===== src/rtl/ac_motor_carrier_gen.sv =====
// rtl/ac_motor_carrier_gen.sv - multi-channel triangle/sawtooth PWM carrier with period-boundary latching
// Amplitude, mode and direction only change at latch events so downstream comparators never see a mid-period step.
module ac_motor_carrier_gen #(
    parameter int CHANNELS        = 3,
    parameter int BITS            = 12,
    parameter int LEVEL_BITS      = 5,
    parameter int START_AMPLITUDE = 2
) (
    input  logic                                    clk,
    input  logic                                    rst_n,
    input  logic                                    enable,
    input  logic                                    mode,
    input  logic [LEVEL_BITS-1:0]                   amplitude,
    input  logic                                    cw_in,
    input  logic                                    ccw_in,
    output logic                                    cw_out,
    output logic                                    ccw_out,
    output logic [CHANNELS*(BITS+LEVEL_BITS)-1:0]   carrier,
    output logic                                    peak,
    output logic                                    period_start,
    output logic [LEVEL_BITS-1:0]                   amp_active
);

    localparam int W  = BITS + LEVEL_BITS;
    localparam int PW = W + 1;

    typedef enum logic [1:0] {IDLE, UP, DOWN} state_t;

    state_t                 state, state_n;
    logic signed [PW-1:0]   pos, pos_n;
    logic [LEVEL_BITS-1:0]  amp, latch_amp;
    logic                   mode_l;
    logic                   latch;
    logic                   peak_p, peak_n;
    logic                   start_p, start_n;
    logic signed [PW-1:0]   cur_max, cur_min, step, new_min, up_sum, dn_diff;
    logic [W-1:0]           neg_w;
    logic [CHANNELS*W-1:0]  carrier_n;

    assign amp_active = amp;
    assign latch_amp  = (amplitude == '0) ? LEVEL_BITS'(1) : amplitude;
    assign step       = $signed({{(PW-LEVEL_BITS){1'b0}}, amp});
    assign cur_max    = step <<< (BITS-1);
    assign cur_min    = -cur_max;
    assign new_min    = -($signed({{(PW-LEVEL_BITS){1'b0}}, latch_amp}) <<< (BITS-1));
    assign up_sum     = pos + step;
    assign dn_diff    = pos - step;

    // Disable wins over peak/valley handling and suppresses strobes.
    always_comb begin
        state_n = state;
        pos_n   = pos;
        latch   = 1'b0;
        peak_n  = 1'b0;
        start_n = 1'b0;
        if (!enable) begin
            state_n = IDLE;
            pos_n   = '0;
        end else begin
            case (state)
                IDLE: begin
                    latch   = 1'b1;
                    start_n = 1'b1;
                    state_n = UP;
                    pos_n   = '0;
                end
                UP: begin
                    if (up_sum < cur_max) begin
                        pos_n = up_sum;
                    end else begin
                        peak_n = 1'b1;
                        if (!mode_l) begin
                            pos_n   = cur_max;
                            state_n = DOWN;
                        end else begin
                            // Sawtooth wrap lands on the valley of the newly latched amplitude.
                            latch   = 1'b1;
                            pos_n   = new_min;
                            start_n = 1'b1;
                            state_n = UP;
                        end
                    end
                end
                DOWN: begin
                    if (dn_diff > cur_min) begin
                        pos_n = dn_diff;
                    end else begin
                        pos_n   = cur_min;
                        latch   = 1'b1;
                        start_n = 1'b1;
                        state_n = UP;
                    end
                end
                default: begin
                    state_n = IDLE;
                    pos_n   = '0;
                end
            endcase
        end
    end

    assign neg_w = -pos[W-1:0];

    always_comb begin
        carrier_n = '0;
        for (int k = 0; k < CHANNELS; k++) begin
            carrier_n[k*W +: W] = (k % 2 == 1) ? neg_w : pos[W-1:0];
        end
    end

    always_ff @(posedge clk or negedge rst_n) begin
        if (!rst_n) begin
            state   <= IDLE;
            pos     <= '0;
            amp     <= LEVEL_BITS'(START_AMPLITUDE);
            mode_l  <= 1'b0;
            cw_out  <= 1'b0;
            ccw_out <= 1'b1;
            peak_p  <= 1'b0;
            start_p <= 1'b0;
        end else begin
            state   <= state_n;
            pos     <= pos_n;
            peak_p  <= peak_n;
            start_p <= start_n;
            if (latch) begin
                amp     <= latch_amp;
                mode_l  <= mode;
                cw_out  <= cw_in;
                ccw_out <= ccw_in;
            end
        end
    end

    // Strobes travel with the pos sample they describe through the output stage.
    always_ff @(posedge clk or negedge rst_n) begin
        if (!rst_n) begin
            carrier      <= '0;
            peak         <= 1'b0;
            period_start <= 1'b0;
        end else begin
            carrier      <= carrier_n;
            peak         <= peak_p;
            period_start <= start_p;
        end
    end

endmodule


===== config.mk =====
export PLATFORM = sky130hd
export DESIGN_NAME = ac_motor_carrier_gen
export DESIGN_NICKNAME = d
export VERILOG_FILES = /design/src/rtl/ac_motor_carrier_gen.sv
export SDC_FILE = /design/constraint.sdc
export NUM_CORES = 1
export LEC_CHECK = 0
export CAP_MARGIN = 20
export CORE_ASPECT_RATIO = 1.2
export CORE_MARGIN = 2
export CORE_UTILIZATION = 49
export DETAILED_ROUTE_END_ITERATION = 6
export PLACE_DENSITY = 0.77
export SYNTH_ARGS = -nofsm -noshare
export SYNTH_HDL_FRONTEND = slang
export SYNTH_SLANG_ARGS = --single-unit
export TNS_END_PERCENT = 5

===== constraint.sdc =====
create_clock -name clk -period 4.43 [get_ports clk]
set_input_delay 0.886 -clock clk [delete_from_list [all_inputs] [get_ports clk]]
set_output_delay 0.886 -clock clk [all_outputs]
set_load 0.005 [all_outputs]

# After elaboration in Yosys (flattened, before gate mapping)

Index checks and enable logic that the tools add are counted.

Flip-flop bits (word level): 83
Bits of input ports: 11
Output and inout port bits: 60
Word-level logic and storage cells: 44

$add $sub $neg: 5
$lt $le $gt $ge: 2
Eq/ne operators: 4
Muxes and demuxes: 19
Reduce and logical (&&, ||, !) cells: 3

Operators by type and width:

| operator           | number |
|---|---|
| $mux 18            | 4 |
| $neg 16->18        | 2 |
| $pmux 18 s2        | 1 |
| $add 18x6->18      | 1 |
| $gt 18x18->1       | 1 |
| $lt 18x17->1       | 1 |
| $sub 18x6->18      | 1 |
| $neg 17->17        | 1 |
| $mux 2             | 4 |
| $mux 1             | 7 |
| $ne 3x3->1 const B | 2 |
| $pmux 2 s3         | 1 |
| $logic_not 5->1    | 1 |
| $mux 5             | 1 |
| $pmux 1 s3         | 1 |
| $eq 2x1->1 const B | 1 |
| $eq 2x2->1 const B | 1 |
| $logic_not 2->1    | 1 |
| $reduce_and 2->1   | 1 |

# Longest topological paths before layout

Gate-level depths: netlist of the first run.

Depth after elaboration: 7
Mapped depth: 20
Gate-level depth less buffers: 18

# Least setup slack after synthesis of the first run

No wires, ideal clock.

Kind: reg2reg
Start: register amp[1] (netlist: amp_active[1])
End: register mode_l
Setup time: 125 ps
Arrival time: 4581 ps
Required time: 4305 ps
Slack: -276 ps
Stages on the path, launching flop included: 18
Buffers on the path: 0
Clock period less this slack: 4706 ps
Path through: dfstp_2 > inv_1 > ha_1 > nor2b_1 > o2111ai_1 > and2_1 > nand2_1 > or3_1 > xnor2_1 > ha_1 > nand2_1 > or4_4 > a222oi_1 > and4_1 > nor2_1 > a211o_1 > a31oi_4 > mux2_4

Word-level cells in the longest chain between the ends: 5
Elaborated cells between the ends (all ways): 9
Those cells by class: add/sub (3); order compare (2); mux (4)

RTL lines:

| element                                      | line   | source |
|---|---|---|
| start: declaration                           | 31     | `logic [LEVEL_BITS-1:0] amp, latch_amp;` |
| start signal: assignment                     | 115    | `amp <= LEVEL_BITS'(START_AMPLITUDE);` |
| start signal: assignment                     | 127    | `amp <= latch_amp;` |
| $sub 18x6->18, or another cell as far along  | 47     | `assign dn_diff = pos - step;` |
| $gt 18x18->1 or $lt 18x17->1 (tied branches) | 85, 68 |  |
| $mux 1 (on tied branches)                    | 85, 68 |  |
| $pmux 1 s3 *                                 | 60     | `case (state)` |
| $mux 1 *                                     | 56     | `if (!enable) begin` |
| net latch                                    | 33     | `logic latch;` |
| end signal: assignment                       | 128    | `mode_l <= mode;` |
| end: declaration                             | 32     | `logic mode_l;` |

The timed path passes the listed nets; every way through them passes the cells marked *.
A chain may end at the register's enable or synchronous reset.

# Final worst setup path of the first run

Start: register amp[1] (netlist: amp_active[1])
End: register amp[0] (netlist: amp_active[0])

Word-level cells in the longest chain between the ends: 5
Elaborated cells between the ends (all ways): 9
Those cells by class: add/sub (3); order compare (2); mux (4)

RTL lines:

| element                                      | line |
|---|---|
| $sub 18x6->18, or another cell as far along  | 47 |
| $gt 18x18->1 or $lt 18x17->1 (tied branches) | 85, 68 |
| $mux 1 (on tied branches)                    | 85, 68 |
| $pmux 1 s3 *                                 | 60 |
| $mux 1 *                                     | 56 |
| net latch                                    | 33 |

Marked as above.

==> out/results.txt, run 1 <==
GP Congestion = 0.908
Largest stage delay on the critical path = 0.56 ns
Final Hold Viols = 0
Clock sink total = 65
Most frequent cell on the critical path = ha_4
Via count = 3937
Async SR Flop Fraction = 1.00
Total Routing Usage GR = 0.255
Antenna diodes = 0
Slew HR = 0.318
WHS Endpoint = peak
DR vias/cell = 5.77
Yosys warning count = 0
Worst-case vdd ir drop = 0.000465 V
Global route overflow = 0
First-pass GRT wire length = 19.5 mm
Layout Skew = 0.00793 ns
Largest net degree at the start of global routing = 39
Lkg Pwr = 0.00266 uW
Worst min-delay path startpoint = peak_p
Largest family of logic cells by synthesized area = simple AND/OR/NAND/NOR gates
Worst Hold Depth = 0
GRT met1 Usage = 0.298
Die height = 108 um
Pre-antenna DRT Iters = 5
Hold buffers post-CTS = 0
Comb power frac = 0.700
Actual slew at the worst max-slew pin = 1.02 ns
Layer carrying the most global-route usage = met2
Proportion of layout cells with a drive suffix above 1 = 0.224
Final Util = 0.657
Flops & latches, synth = 65
Initial core utilization = 0.498
Fin crit period = 4.42 ns
Worst Setup Start Kind = flip-flop
Final ANT Viol Nets = 0
Most frequently used flop master after synthesis = dfrtp_1
Sw frac = 0.443
Die ar. = 0.00986 mm^2
CTS tree = built
Critical path class = reg2reg
Post-Synth Simple-Gate Area = 0.195
Clock transition at path regs = 0.07 ns
RSZ-0062 raised after global routing = yes
Port bufs = 70
Nets = 597
Met2 usage = 0.441
Commonest non-fill, non-tap cell in the layout = clkdlybuf4s50_1
Io pins = 71
Die Span X = 91.0 um
Initial antenna violation count = 0
Worst-case clock buffer depth = 2
Residual DRC = 0
Max Clock Freq = 226 MHz
Crit path max-delay family = simple AND/OR/NAND/NOR gates
Vias in the first global route = 3964
Reg2Reg Depth = 19
Post-synthesis sequential area ratio = 0.366
Clock latency at the later pin of the worst-skew pair = 0.36 ns
WL final = 12.3 mm
Synthesized cell area = 0.00445 mm^2
Data required time of the critical path = 4.70 ns
WL/cell = 18.0 um
Status = finished clean
Pre-CTS setup slack = -0.0413 ns
Detailed placement HPWL = 9.30 mm
CP Capture Type = flip-flop
Reg-to-reg startpoint = amp_active[1]
Count of cell types in the netlist = 65
Layout Cells excl Fill = 682
Std cell rows = 38
CP max FO = 8
Met3 GRT Util = 0.0502
Mux cell area share after synthesis = 0.0585
Fin crit share = 0.997
# H-tree levels = 3
CP max stage cell = dfstp_2
Inst Count DP = 662
Final Setup Violations = 0
Synthesized instance count = 459
Worst min path class = reg2reg
Drt initial violations = 202
R2r setup slk = 0.01 ns
Sw Pwr = 2070 uW
P_int = 2600 uW
TritonCTS Buffers = 9
Final worst slack = 0.0131 ns
Sequential Power Share = 0.184
Most frequent cells in the layout = clkdlybuf4s50_1, dfrtp_1, buf_4, nor2_1, ha_1
Worst EP arrival = 4.69 ns
Count of pins over their slew limit = 0
Mapped Avg Cell Area = 9.69 um^2
Max Cap Viol = 0
Worst-path cell chain = inv_4, ha_4, nor2b_4, o2111ai_4, and2_4, nand2_4, or3_4, xnor2_4, ha_4, nand2_2, or4_4, a222oi_1, and4_1, nor2_1, a211o_1, a31oi_4, buf_12, buf_8, mux2i_4
Synth Net Count = 499
Clock power frac = 0.116
Syn-to-layout area delta = 31.9%
Worst reg2reg path endpoint = amp_active[0]
WP buf/inv = 3
Root buffer cell = clkbuf_8
Synth Area in Compound Gates = 0.143
Synth Area in Adders = 0.0872
Xor/xnor cell area share of the yosys netlist = 0.0689
Pwr/cell area = 796 mW/mm^2
EDFF count, synth = 0
Pwr Total = 4670 uW
Core area = 0.00894 mm^2
TNS Setup = 0 ns
-- metrics by stage --
stage	instance area (um^2)	hold WS, ns
after CTS	5790	0.358
after detailed placement	5510	0.342
after global placement	5510	0.337
final	5870	0.352
after global routing	5870	0.360
after floorplan	4510	0.331
-- how the worst max path moves through the flow --
stage | slack (ns) | cells after the start | endpoint | start
3_5_place_dp | -0.04 | 20 | amp_active[0] | amp_active[1]
3_3_place_gp | -0.02 | 19 | amp_active[1] | amp_active[1]
5_1_grt | -0.16 | 19 | amp_active[0] | pos[0]
4_1_cts | -0.0003 | 19 | amp_active[0] | amp_active[1]
6_report | 0.01 | 19 | amp_active[0] | amp_active[1]
2_1_floorplan | -0.02 | 17 | mode_l | amp_active[1]
-- kinds of logic after synthesis --
kind of cell	Yosys count
buffers and inverters	67
XOR/XNOR	35
AO/OA/AOI/OAI	82
flip-flops	65
adder cells (fa/ha/maj)	30
multiplexers	23
AND/OR/NAND/NOR	157
-- cell type report --
type / instances / area [um^2]
clock buffers: 13 / 139
clock inverters: 3 / 65.1
fillers: 781 / 3070
inverters: 27 / 104
multi-input cells: 327 / 2640
flip-flops and latches: 65 / 1630
well taps: 120 / 150
repair buffers: 127 / 1140
-- power groups by stage --
stage / Combinational, uW / Clock (uW) / Sequential (uW)
finish: 3270 / 541 / 858
global route: 3540 / 573 / 881
CTS: 3100 / 554 / 857
detailed placement: 2980 / 0 / 868
global placement: 2930 / 0 / 855
floorplan: 1810 / 0 / 882
-- Yosys cell counts, types with 11 or more instances --
cell type / number / area, um^2
a32oi_1: 18 / 158
o21ai_0: 11 / 55.1
nor3_1: 18 / 90.1
clkbuf_1: 12 / 45.0
nand2_1: 26 / 97.6
ha_1: 27 / 338
nor2_1: 28 / 105
mux2i_1: 17 / 170
xnor2_1: 21 / 184
dfrtp_1: 63 / 1580
buf_4: 19 / 143
xor2_1: 14 / 123
nand3_1: 18 / 90.1
inv_1: 27 / 101
-- per-layer routing --
metal	vias to the layer above	share of wire
met2	153	0.50
met1	1906	0.40
met4	0	0.048
met3	45	0.049
met5	-	0
li1	1833	-
-- what timing repair did --
item / in CTS / in global routing
resized for setup: 12 / 15
setup endpoints to repair: 12 / 28
buffers inserted: 2 / 2
endpoints found under the hold margin: 0 / 0
pin swaps: 10 / 8
-- registers in the layout, indices dropped and copies added (netlist names), 2 cells and up --
| register | flops |
|---|---|
| amp_active | 5 |
| carrier | 33 |
| pos | 18 |
| state | 2 |
Power figures use the tool's default switching activity.
==> inputs of run 2 (changes only) <==
--- a/config.mk
+++ b/config.mk
@@ -10,7 +10,7 @@
 export CORE_MARGIN = 2
 export CORE_UTILIZATION = 49
 export DETAILED_ROUTE_END_ITERATION = 6
-export PLACE_DENSITY = 0.77
+export PLACE_DENSITY_LB_ADDON = 0.2
 export SYNTH_ARGS = -nofsm -noshare
 export SYNTH_HDL_FRONTEND = slang
 export SYNTH_SLANG_ARGS = --single-unit
==> run 2 against run 1 <==
  * The flow now finishes with violations (setup timing)
  * Highest routed layer unchanged
  * Sequential power is 0.6% lower
  * Combinational power decreased by 2%
  * Largest cell class unchanged
  * Critical path depth is 1 lower
==> out/results.txt, run 2 (synthesis gave the netlist of run 1 again) <==
Status = finished, violations left
Failing checks = setup timing
CP max FO = 5 (-3)
Die Span X = 91.0 um (unchanged)
Residual DRC = 0 (unchanged)
Slew HR = 0.281 (-0.0372)
Worst min path class = reg2reg
RSZ-0062 raised after global routing = yes
Vias in the first global route = 3923 (-1.0%)
Most frequent cells in the layout = clkdlybuf4s50_1, dfrtp_1, buf_4, nor2_1
CP Capture Type = flip-flop
CTS tree = built
WL/cell = 17.9 um (-0.46%)
First-pass GRT wire length = 19.6 mm (+0.25%)
Nets = 598 (+0.17%)
Drt initial violations = 176 (-13%)
GP Congestion = 0.915 (+0.82%)
Crit path capture = amp_active[3]
Initial core utilization = 0.498 (unchanged)
WL final = 12.2 mm (-0.31%)
Count of pins over their slew limit = 0 (unchanged)
Largest register FFs = 33 (unchanged)
DR vias/cell = 5.76 (-0.30%)
Pre-antenna DRT Iters = 5 (unchanged)
Lkg Pwr = 0.00268 uW (+0.80%)
Io pins = 71 (unchanged)
Syn-to-layout area delta = 32.3%
Fin crit share = 1.02 (+0.0218)
TritonCTS Buffers = 9 (unchanged)
Port bufs = 70 (unchanged)
Total Routing Usage GR = 0.253 (-0.00202)
Final Hold Viols = 0 (unchanged)
Reg2Reg Depth = 18 (-1)
Max Clock Freq = 222 MHz (-2.1%)
Proportion of layout cells with a drive suffix above 1 = 0.227 (+0.00315)
Layout Skew = 0.00515 ns (-0.00278 ns)
Pwr/cell area = 789 mW/mm^2 (-0.81%)
Worst EP arrival = 4.76 ns (+0.07 ns)
TNS Setup = -0.558 ns (-0.558 ns)
Fillcell total = 761 (-2.6%)
Core area = 0.00894 mm^2 (unchanged)
Std cell rows = 38 (unchanged)
Die ar. = 0.00986 mm^2 (unchanged)
R2r setup slk = -0.08 ns (-0.10 ns)
Largest Register = carrier
Final Setup Violations = 8 (+8)
Worst-case clock buffer depth = 2 (unchanged)
Antenna diodes = 0 (unchanged)
Worst-case vdd ir drop = 0.000500 V (+7.4%)
Critical path class = reg2reg
Worst reg2reg path endpoint = amp_active[3]
Pre-CTS setup slack = 0.0270 ns (+0.0682 ns)
Data required time of the critical path = 4.67 ns (-0.03 ns)
Clock transition at path regs = 0.07 ns (about the same)
Commonest non-fill, non-tap cell in the layout = clkdlybuf4s50_1
Final worst slack = -0.0836 ns (-0.0967 ns)
Die height = 108 um (unchanged)
Clock sink total = 65 (unchanged)
Detailed placement HPWL = 9.34 mm (+0.44%)
Reg-to-reg startpoint = amp_active[1]
Final ANT Viol Nets = 0 (unchanged)
Fin crit period = 4.51 ns (+0.0967 ns)
Actual slew at the worst max-slew pin = 1.08 ns (+0.0557 ns)
Initial antenna violation count = 0 (unchanged)
Global route overflow = 0 (unchanged)
Worst Setup Start Kind = flip-flop
Largest net degree at the start of global routing = 36 (-7.7%)
Max Cap Viol = 0 (unchanged)
Clock latency at the later pin of the worst-skew pair = 0.35 ns (about the same)
Worst setup startpoint = amp_active[1]
Root buffer cell = clkbuf_8
# H-tree levels = 3 (unchanged)
Via count = 3931 (-0.15%)
## run 2: where the power goes
| part | switching [uW] | internal, uW | total, uW |
|---|---|---|---|
| clock | 235 | 345 | 581 |
| sequential | 92.3 | 760 | 853 |
| combinational | 1730 | 1480 | 3210 |
| total | 2060 | 2580 | 4640 |
## run 2: area by class of cell
cell class / instances / area (um^2) / share of cell area
flip-flops and latches: 65 / 1630 / 0.277
inverters: 27 / 104 / 0.0176
multi-input cells: 327 / 2610 / 0.444
clock inverters: 5 / 77.6 / 0.0132
clock buffers: 11 / 151 / 0.0257
repair buffers: 128 / 1160 / 0.197
well taps: 120 / 150 / 0.0255
## run 2: per-layer routing
layer,track usage,up-vias,wire length [um]
li1,-,1833,-
met1,0.305,1918,4920
met2,0.441,151,6240
met3,0.0411,29,610
met4,0.124,0,441
met5,0,-,0
## run 2: per-stage QoR
stage                     hold WS [ns]  utilization  std cells  cell area [um^2]  power (uW)
after CTS                        0.357        0.645        682              5770        4490
after detailed placement         0.341        0.620        666              5540        3900
after global routing             0.371        0.658        683              5890        4970
after global placement           0.342        0.620        666              5540        3840
after floorplan                  0.331            -        459              4510        2690
final                            0.353        0.658        683              5890        4640
## run 2: critical path: stages (launching register included)
cell	delay, ns
dfstp_2	0.56
inv_4	0.04
ha_4	0.21
nor2b_4	0.13
o2111ai_4	0.19
and2_4	0.20
nand2_4	0.06
or3_4	0.37
xnor2_2	0.15
ha_1	0.30
nand2_1	0.07
or4_4	0.42
a222oi_1	0.36
and4_1	0.27
nor2_2	0.05
a211o_1	0.32
a31oi_4	0.24
buf_12	0.16
mux2_4	0.29
## run 2: worst min path at each step
stage                     slack, ns      endpoint  cells past startpoint    start
after detailed placement       0.34  period_start                      0  start_p
final                          0.35  period_start                      0  start_p
after CTS                      0.36  period_start                      0  start_p
after global routing           0.37  period_start                      0  start_p
after floorplan                0.33          peak                      0   peak_p
after global placement         0.34  period_start                      0  start_p
## run 2: what timing repair did
action	4_1_cts	5_1_grt
endpoints found under the setup margin	5	28
hold buffers	0	0
buffers inserted	0	0
cloned	0	1
resized for setup	0	17
pin swaps	0	11
hold endpoints to repair	0	0
==> inputs of run 3 (changes only) <==
--- a/config.mk
+++ b/config.mk
@@ -5,10 +5,9 @@
 export SDC_FILE = /design/constraint.sdc
 export NUM_CORES = 1
 export LEC_CHECK = 0
-export CAP_MARGIN = 20
 export CORE_ASPECT_RATIO = 1.2
 export CORE_MARGIN = 2
-export CORE_UTILIZATION = 49
+export CORE_UTILIZATION = 50
 export DETAILED_ROUTE_END_ITERATION = 6
 export PLACE_DENSITY_LB_ADDON = 0.2
 export SYNTH_ARGS = -nofsm -noshare
==> constraint.sdc (replaced) <==
create_clock -name clk -period 5.14 [get_ports clk]
set_input_delay 1.028 -clock clk [delete_from_list [all_inputs] [get_ports clk]]
set_output_delay 1.028 -clock clk [all_outputs]
set_load 0.005 [all_outputs]
==> run 3 against run 2 <==
  * The run now ends clean
  * Final cell count is 6.0% lower
  * Combinational power decreased by 25%
  * Core utilization is 3.0 points lower
  * Fmax down 7.1%
  * Sequential share of layout area grew 2.5 points
  * Via count fell by 6.3%
  * Critical endpoint unchanged
  * Largest cell class unchanged
==> out/results.txt, run 3 (synthesis gave the netlist of run 1 again) <==
GRT met1 Usage = 0.304 (-0.00100)
WL/cell = 17.9 um (-0.13%)
Met3 GRT Util = 0.0357 (-0.00540)
Critical path class = reg2reg
WHS = 0.349 ns (-0.00357 ns)
Final worst slack = 0.280 ns (+0.364 ns)
Initial antenna violation count = 0 (unchanged)
Detailed placement HPWL = 8.70 mm (-6.9%)
Largest Register = carrier
Layer carrying the most global-route usage = met2
Residual DRC = 0 (unchanged)
Proportion of layout cells with a drive suffix above 1 = 0.130 (-0.0978)
Initial core utilization = 0.517 (+0.0189)
Global route overflow = 0 (unchanged)
Worst EP arrival = 5.10 ns (+0.34 ns)
Syn-to-layout area delta = 21.6%
Clock transition at path regs = 0.07 ns (about the same)
Reg2Reg Depth = 18 (unchanged)
Std cell rows = 37 (-2.6%)
Max Cap Viol = 0 (unchanged)
Commonest non-fill, non-tap cell in the layout = clkdlybuf4s50_1
Worst-case clock buffer depth = 2 (unchanged)
TritonCTS Buffers = 9 (unchanged)
Actual slew at the worst max-slew pin = 1.04 ns (-0.0353 ns)
CP Capture Type = flip-flop
CP max FO = 9 (+4)
First-pass GRT wire length = 18.5 mm (-5.3%)
Largest register FFs = 33 (unchanged)
TNS Setup = 0 ns (+0.558 ns)
Comb power frac = 0.663 (-0.028)
Die height = 107 um (-0.97%)
Nets = 560 (-6.4%)
Die Span X = 90.1 um (-0.96%)
Count of pins over their slew limit = 0 (unchanged)
Root buffer cell = clkbuf_8
CTS tree = built
Total Routing Usage GR = 0.247 (-0.00577)
Sw frac = 0.454 (+0.00965)
Data required time of the critical path = 5.39 ns (+0.72 ns)
Most frequent cells in the layout = clkdlybuf4s50_1, dfrtp_1, nor2_1, ha_1
Lkg Pwr = 0.00245 uW (-8.5%)
Max Clock Freq = 206 MHz (-7.1%)
Met2 usage = 0.412 (-0.0293)
Largest net degree at the start of global routing = 66 (+83%)
Io pins = 71 (unchanged)
Core area = 0.00861 mm^2 (-3.7%)
Antenna diodes = 0 (unchanged)
P_int = 1990 uW (-23%)
Final Setup Violations = 0 (-8)
Fin crit share = 0.945 (-0.0734)
Pwr/cell area = 675 mW/mm^2 (-14%)
Worst-case vdd ir drop = 0.000340 V (-32%)
Via count = 3683 (-6.3%)
Port bufs = 70 (unchanged)
Fin crit period = 4.86 ns (+0.346 ns)
Clock latency at the later pin of the worst-skew pair = 0.36 ns (about the same)
Sw Pwr = 1660 uW (-20%)
Pre-CTS setup slack = 0.179 ns (+0.152 ns)
Status = finished clean
Drt initial violations = 201 (+14%)
Clock sink total = 65 (unchanged)
GP Congestion = 0.899 (-1.8%)
Sequential Power Share = 0.211 (+0.027)
Final ANT Viol Nets = 0 (unchanged)
Hold buffers post-CTS = 0 (unchanged)
Pre-antenna DRT Iters = 4 (-1)
Layout Skew = 0.00714 ns (+0.00199 ns)
Clock power frac = 0.126 (about the same)
Vias in the first global route = 3615 (-7.9%)
RSZ-0062 raised after global routing = no
Worst Hold Depth = 0 (unchanged)
# H-tree levels = 3 (unchanged)
DR vias/cell = 5.74 (-0.33%)
Die ar. = 0.00967 mm^2 (-1.9%)
Final Hold Viols = 0 (unchanged)
Worst min path class = reg2reg
Slew HR = 0.304 (+0.0236)
WL final = 11.5 mm (-6.1%)
Worst Setup Start Kind = flip-flop
## run 3: changes by cell type in the layout (fill, tap and decap cells not counted), moves of 2 or more
cell	previous run	this run
a211oi_1	0	2
a211oi_2	2	0
buf_4	56	19
clkbuf_1	0	2
ha_1	25	27
mux2i_1	15	17
mux2i_4	2	0
nand2_1	24	26
nor4_1	3	5
nor4_2	3	1
## run 3: power by group through the flow
stage	clock, uW	sequential [uW]	combinational, uW
CTS	464	772	2280
finish	460	772	2420
floorplan	0	756	1510
global route	490	794	2620
global placement	0	775	2240
detailed placement	0	782	2260
## run 3: layout make-up
| type | instances | area [um^2] |
|---|---|---|
| Fill cell | 763 | 3200 |
| Multi-Input combinational cell | 327 | 2460 |
| Clock inverter | 2 | 35.0 |
| Sequential cell | 65 | 1630 |
| Inverter | 27 | 101 |
| Tap cell | 117 | 146 |
| Clock buffer | 14 | 173 |
| Timing Repair Buffer | 90 | 858 |
## run 3: path summary, 6_finish.rpt
check / start / to / slack [ns]
max reg2reg: amp_active[3] / amp_active[3] / 0.28
min reg2reg: start_p / period_start / 0.35
max: amp_active[3] / amp_active[3] / 0.28
min in group asynchronous: rst_n / pos[1] / 0.83
max in group asynchronous: rst_n / amp_active[3] / 3.77
min: start_p / period_start / 0.35
## run 3: routing by layer
layer / vias to the layer above / wire length, um
li1: 1760 / -
met1: 1777 / 4830
met2: 114 / 5610
met3: 32 / 484
met4: 0 / 537
met5: - / 0
## run 3: timing repair
item                       4_1_cts  5_1_grt
setup endpoints to repair        0       26
setup buffers                    0        2
resized for setup                0        3
## run 3: worst max-delay path, cell delays in order (launching register included)
cell and delay (ns):
dfrtp_2 0.48, inv_1 0.21, ha_1 0.29, a21o_1 0.19, a21oi_1 0.22, and2_1 0.19, nand2_1 0.12, or3_1 0.37
xnor2_1 0.16, ha_1 0.32, nand2_1 0.07, or4_4 0.43, a222oi_1 0.36, and4_1 0.26, nor2_1 0.07, a211o_1 0.33
a31oi_4 0.20, buf_12 0.16, mux2_4 0.29
## run 3: through the flow
step | util | total power [uW] | std cells | area (um^2)
floorplan | - | 2270 | 459 | 4450
global placement | 0.602 | 3010 | 624 | 5180
detailed placement | 0.602 | 3050 | 624 | 5180
CTS | 0.626 | 3520 | 640 | 5390
global route | 0.628 | 3910 | 642 | 5410
finish | 0.628 | 3650 | 642 | 5410
